===== config.mk =====
export PLATFORM = sky130hd
export DESIGN_NAME = pixel_unpacker_flat
export DESIGN_NICKNAME = d
export VERILOG_FILES = /design/src/rtl/pixel_unpacker_if.sv /design/src/rtl/pixel_unpacker.sv /design/src/flat_wrapper.sv
export SDC_FILE = /design/constraint.sdc
export NUM_CORES = 1
export LEC_CHECK = 0
export CORE_MARGIN = 4
export CORE_UTILIZATION = 41
export CTS_BUF_LIST = sky130_fd_sc_hd__clkbuf_16
export DETAILED_ROUTE_END_ITERATION = 8
export GPL_ROUTABILITY_DRIVEN = 0
export PLACE_DENSITY_LB_ADDON = 0.25
export SYNTH_ARGS = -nofsm -noshare
export SYNTH_HDL_FRONTEND = slang
export SYNTH_SLANG_ARGS = --single-unit

===== constraint.sdc =====
create_clock -name i_clk -period 4.95 [get_ports i_clk]
set_clock_uncertainty 0.05 [all_clocks]
set_input_delay 0.99 -clock i_clk [delete_from_list [all_inputs] [get_ports i_clk]]
set_output_delay 0.99 -clock i_clk [all_outputs]
set_load 0.01 [all_outputs]

===== src/rtl/pixel_unpacker_if.sv =====
// rtl/pixel_unpacker_if.sv - word input, pixel output and control bundle for pixel_unpacker
interface pixel_unpacker_if #(
  parameter int IN_W = 32
);
  logic [1:0]      fmt;
  logic [IN_W-1:0] in_data;
  logic            input_valid;
  logic            strobe_input;
  logic            align;
  logic [23:0]     out24;
  logic            out24_ready;
  logic            strobe_out24;

  modport master (
    output fmt, in_data, input_valid, align, strobe_out24,
    input  strobe_input, out24, out24_ready
  );

  modport slave (
    input  fmt, in_data, input_valid, align, strobe_out24,
    output strobe_input, out24, out24_ready
  );
endinterface


===== src/rtl/pixel_unpacker.sv =====
// rtl/pixel_unpacker.sv - pull-based gearbox from IN_W-bit words to 24-bit RGB pixels
// Line alignment (align input) is built only when PIXEL_UNPACKER_ALIGN_EN is defined.
module pixel_unpacker #(
  parameter int IN_W = 32
) (
  input  logic            i_clk,
  input  logic            i_reset,
  pixel_unpacker_if.slave bus
);
  localparam int BW = IN_W + 32;
  localparam int LW = $clog2(BW);

  logic [BW-1:0] r_buf;
  logic [LW-1:0] r_lvl;
  logic [23:0]   r_out24;
  logic          r_ready;

  logic [LW-1:0] w_bpp;
  logic          w_need;
  logic          w_slot_free;
  logic          w_block;
  logic          w_update;
  logic          w_fetch;
  logic [BW-1:0] w_word_ext;
  logic [BW-1:0] w_work;
  logic [31:0]   w_top;
  logic [23:0]   w_pix;
  logic [BW-1:0] w_buf_next;
  logic [LW-1:0] w_lvl_next;

  always_comb begin
    w_bpp = LW'(8);
    case (bus.fmt)
      2'd0:    w_bpp = LW'(24);
      2'd1:    w_bpp = LW'(32);
      2'd2:    w_bpp = LW'(16);
      default: w_bpp = LW'(8);
    endcase
  end

  assign w_need      = r_lvl < w_bpp;
  assign w_slot_free = !r_ready || bus.strobe_out24;

`ifdef PIXEL_UNPACKER_ALIGN_EN
  assign w_block = i_reset || bus.align;
`else
  assign w_block = i_reset;
  logic w_unused_align;
  assign w_unused_align = bus.align;
`endif

  assign w_update         = !w_block && w_slot_free && (!w_need || bus.input_valid);
  assign w_fetch          = w_update && w_need;
  assign bus.strobe_input = w_fetch;

  // Bits of r_buf below r_lvl are always zero, so the new word can be OR-ed in.
  assign w_word_ext = {bus.in_data, 32'b0} >> r_lvl;
  assign w_work     = w_fetch ? (r_buf | w_word_ext) : r_buf;
  assign w_top      = w_work[BW-1 -: 32];

  always_comb begin
    w_pix = 24'd0;
    case (bus.fmt)
      2'd0:    w_pix = w_top[31:8];
      2'd1:    w_pix = w_top[23:0];
      2'd2:    w_pix = {w_top[31:27], w_top[31:29],
                        w_top[26:21], w_top[26:25],
                        w_top[20:16], w_top[20:18]};
      default: w_pix = {3{w_top[31:24]}};
    endcase
  end

  assign w_buf_next = w_work << w_bpp;
  assign w_lvl_next = r_lvl + (w_fetch ? LW'(IN_W) : LW'(0)) - w_bpp;

  always_ff @(posedge i_clk) begin
    if (i_reset) begin
      r_buf   <= '0;
      r_lvl   <= '0;
      r_out24 <= '0;
      r_ready <= 1'b0;
    end else begin
`ifdef PIXEL_UNPACKER_ALIGN_EN
      // A presented pixel survives align; only the residual bits are dropped.
      if (bus.align) begin
        r_buf <= '0;
        r_lvl <= '0;
        if (bus.strobe_out24) r_ready <= 1'b0;
      end else
`endif
      if (w_update) begin
        r_buf   <= w_buf_next;
        r_lvl   <= w_lvl_next;
        r_out24 <= w_pix;
        r_ready <= 1'b1;
      end else if (bus.strobe_out24) begin
        r_ready <= 1'b0;
      end
    end
  end

  assign bus.out24       = r_out24;
  assign bus.out24_ready = r_ready;
endmodule


===== src/flat_wrapper.sv =====
// flat-port wrapper written by rule: the top's interface ports become plain ports
module pixel_unpacker_flat 
#(
  parameter int IN_W = 32
)
  (i_clk, i_reset, bus_fmt, bus_in_data, bus_input_valid, bus_align, bus_strobe_out24, bus_strobe_input, bus_out24, bus_out24_ready);
  pixel_unpacker_if #(.IN_W(IN_W)) bus_i ();
  input  logic i_clk;
  input  logic i_reset;
  input wire logic [$bits(bus_i.fmt)-1:0] bus_fmt;
  input wire logic [$bits(bus_i.in_data)-1:0] bus_in_data;
  input wire logic [$bits(bus_i.input_valid)-1:0] bus_input_valid;
  input wire logic [$bits(bus_i.align)-1:0] bus_align;
  input wire logic [$bits(bus_i.strobe_out24)-1:0] bus_strobe_out24;
  output wire logic [$bits(bus_i.strobe_input)-1:0] bus_strobe_input;
  output wire logic [$bits(bus_i.out24)-1:0] bus_out24;
  output wire logic [$bits(bus_i.out24_ready)-1:0] bus_out24_ready;
  assign bus_i.fmt = bus_fmt;
  assign bus_i.in_data = bus_in_data;
  assign bus_i.input_valid = bus_input_valid;
  assign bus_i.align = bus_align;
  assign bus_i.strobe_out24 = bus_strobe_out24;
  assign bus_strobe_input = bus_i.strobe_input;
  assign bus_out24 = bus_i.out24;
  assign bus_out24_ready = bus_i.out24_ready;
  pixel_unpacker #(.IN_W(IN_W)) u_core (.i_clk(i_clk), .i_reset(i_reset), .bus(bus_i));
endmodule

==> impl_metrics.csv <==
group,metric,value,unit
run_status,status,"finished, final reports clean",
setup_path,cp-end-kind,"output port",
pwr,power_per_cell_area,358,nW/µm²
sta,hold_viol,0,
sta,slew_headroom,0.312,
place,pre_cts_ws,0.458,ns
sta,fin_crit,4.38,ns
clock_tree,insertion_delay,0.37,ns
global_route,grt_max_degree,73,
floorplan,design.core.area,16800,µm²
hold_path,min_from,"u_core.r_buf[29]$_SDFFE_PP0P_",
clock_tree,clkTransAtPathRegs,0.07,ns
place,place_area,7930,µm²
clock_tree,clkSinkCount,92,
synthesis,syn_nets,935,
job,cap_viol_max_count,0,
clock_tree,cts_buffer_depth,2,
drt,finalWirelength,26.1,mm
drt,ant_nets,0,
setup_path,startpoint_type,"primary input",
layout,layout_commonest_cell,"dfxtp_1",
setup_path,criticalPathCategory,"in2out",
hold_path,min_path_cells,2,
drt,firstDrtPassIters,6,
sta,setup_viol,0,
clock_tree,tritoncts,"built",
synthesis,syn_area_per_cell,8.01,µm²
clock_tree,htreeDepth,3,
drt,vias,7627,
sta,drv_slew,0,
layout,fin_nets,963,
hold_path,holdPathEnd,"u_core.r_buf[29]$_SDFFE_PP0P_",
place,dp_hpwl,18.5,mm
layout,multiInputGateArea,4740,µm²
layout,num-fill-cells,1691,
setup_path,critPathLaunch,"bus_fmt[0]",
synthesis,ys_types,63,
floorplan,start_util,0.424,
sta,timing.final.crit_share,0.886,
layout,layout-drive-gt1-share,0.102,
global_route,first_global_vias,7303,
drt,routedWlPerCell,22.9,µm
layout,design_area,8230,µm²
layout,layout_common_cells,"90 x dfxtp_1, 76 x nor2_1, 67 x mux2i_1, 62 x clkdlybuf4s50_1, 61 x a22oi_1",
floorplan,die_area,19500,µm²
hold_path,hp-class,"reg2reg",
setup_path,crit-reg2reg-launch,"u_core.r_lvl[5]$_SDFFE_PP0P_",
global_route,grt_util_all_layers,0.259,
floorplan,ios,65,
drt,vias_per_cell,6.69,
synthesis,synth-seq-cells,92,
synthesis,synthCells,887,
synthesis,async_flop_share,0,
layout,seqCellArea,1840,µm²
pwr,vdd_drop_max,0.203,mV
floorplan,die_w,140,µm
setup_path,cp_max_fo,4,
floorplan,die_h,140,µm
sta,setup_ws,0.566,ns
layout,final_util,0.491,
setup_path,critPathArrivalTime,3.34,ns
clock_tree,post-cts-setup-buffers,0,
synthesis,synth_edf_count,0,
synthesis,netlist_area,7100,µm²
sta,worst_pin_slew,1.03,ns
place,portBuffers,63,
clock_tree,clock-root-buffer,"clkbuf_16",
setup_path,reg2reg_to,"u_core.r_buf[57]$_SDFFE_PP0P_",
floorplan,rows,47,
clock_tree,cts_hold_buf,0,
global_route,antenna_found_initial,0,
clock_tree,cts_buffers,9,
synthesis,yosysSeqAreaShare,0.259,
synthesis,synthFlopType,"dfxtp_1",
sta,rsz0062_at_grt,"no",
sta,timing.fmax,228,MHz
layout,layout-area-overhead-vs-synth,15.9,%
layout,antenna_cells,0,
clock_tree,cts_resized,0,
setup_path,worst-r2r-cell-count,9,
drt,drc_errors,0,
global_route,grt_pass1_wl,40.5,mm
setup_path,reg2reg_slack,1.70,ns
synthesis,yosysWarnings,0,
pwr,p_leak,2.92,nW
global_route,gr-total-overflow,0,
setup_path,crit_required,3.91,ns
drt,initialDrtViolationCount,1066,
sta,tns,0,ns
registers in the layout, summed over array words and instances, names as in the netlist:
register	count
u_core.r_buf	64
u_core.bus.out24	24
u_core.r_lvl	3
u_core.bus.out24_ready	1
stage by stage:
step	power (mW)	hold slack (ns)	instances
after floorplan	1.77	0.375	887
after global placement	2.19	0.389	1124
after detailed placement	2.19	0.398	1124
after CTS	2.91	0.415	1140
after global routing	3.08	0.444	1140
final	2.94	0.415	1140
critical path, stage by stage:
cell and delay, ns:
clkdlybuf4s50_1 0.55, ha_1 0.21, clkinv_1 0.10, ha_1 0.33, a21oi_1 0.27, nand2_1 0.12, nor2_1 0.19, clkdlybuf4s50_1 0.58
layer usage:
metal  share of wire  vias up  global-route usage
met4           0.069        0               0.163
met3           0.085      102              0.0587
met5               0        -                   0
met2            0.43      423               0.384
met1            0.42     3615               0.341
li1                -     3487                   -
logic make-up after synthesis:
logic type,count (synthesis),synth area share
compound gates,377,0.386
mux,67,0.0944
xor+xnor,3,0.00370
flops,92,0.259
simple gates,222,0.163
fa+ha+maj,9,0.0169
buf+inv,117,0.0766
synth_stat cells, drive strengths merged (8+ instances only):
cell / count / area, µm²
buf: 46 / 278
a22o: 20 / 175
o21ai: 24 / 124
ha: 8 / 100
a21oi: 61 / 309
a31o: 8 / 70.1
inv: 25 / 93.8
mux2i: 67 / 671
and3: 9 / 61.3
nand2b: 16 / 108
a211oi: 12 / 90.1
o211ai: 36 / 270
clkbuf: 44 / 165
dfxtp: 92 / 1840
nor2: 80 / 313
a31oi: 54 / 344
nand3b: 44 / 330
a311oi: 9 / 78.8
o22ai: 12 / 75.1
a22oi: 61 / 458
o2bb2ai: 14 / 123
nand2: 50 / 188
nor3: 8 / 62.6
area by class of cell:
class,count,share of cell area
Clock inverter,7,0.00912
Multi-Input combinational cell,678,0.576
Timing Repair Buffer,107,0.118
Tap cell,220,0.0334
Clock buffer,9,0.0274
Inverter,27,0.0123
Sequential cell,92,0.224
power breakdown:
part,internal [mW],switching [mW],leakage (nW)
Sequential,0.809,0.0400,0.748
Combinational,0.493,0.876,2.03
Clock,0.393,0.333,0.138
worst max-delay path by stage:
stage                                          endpoint  slack [ns]  depth (start not counted)
after floorplan                        bus_strobe_input        0.93                         11
after global placement    u_core.r_buf[59]$_SDFFE_PP0P_        0.50                         11
after detailed placement  u_core.r_buf[59]$_SDFFE_PP0P_        0.46                         11
after CTS                              bus_strobe_input        0.56                          8
after global routing                   bus_strobe_input        0.45                          8
final                                  bus_strobe_input        0.57                          8
No activity file was read; power rests on OpenSTA's default activity.
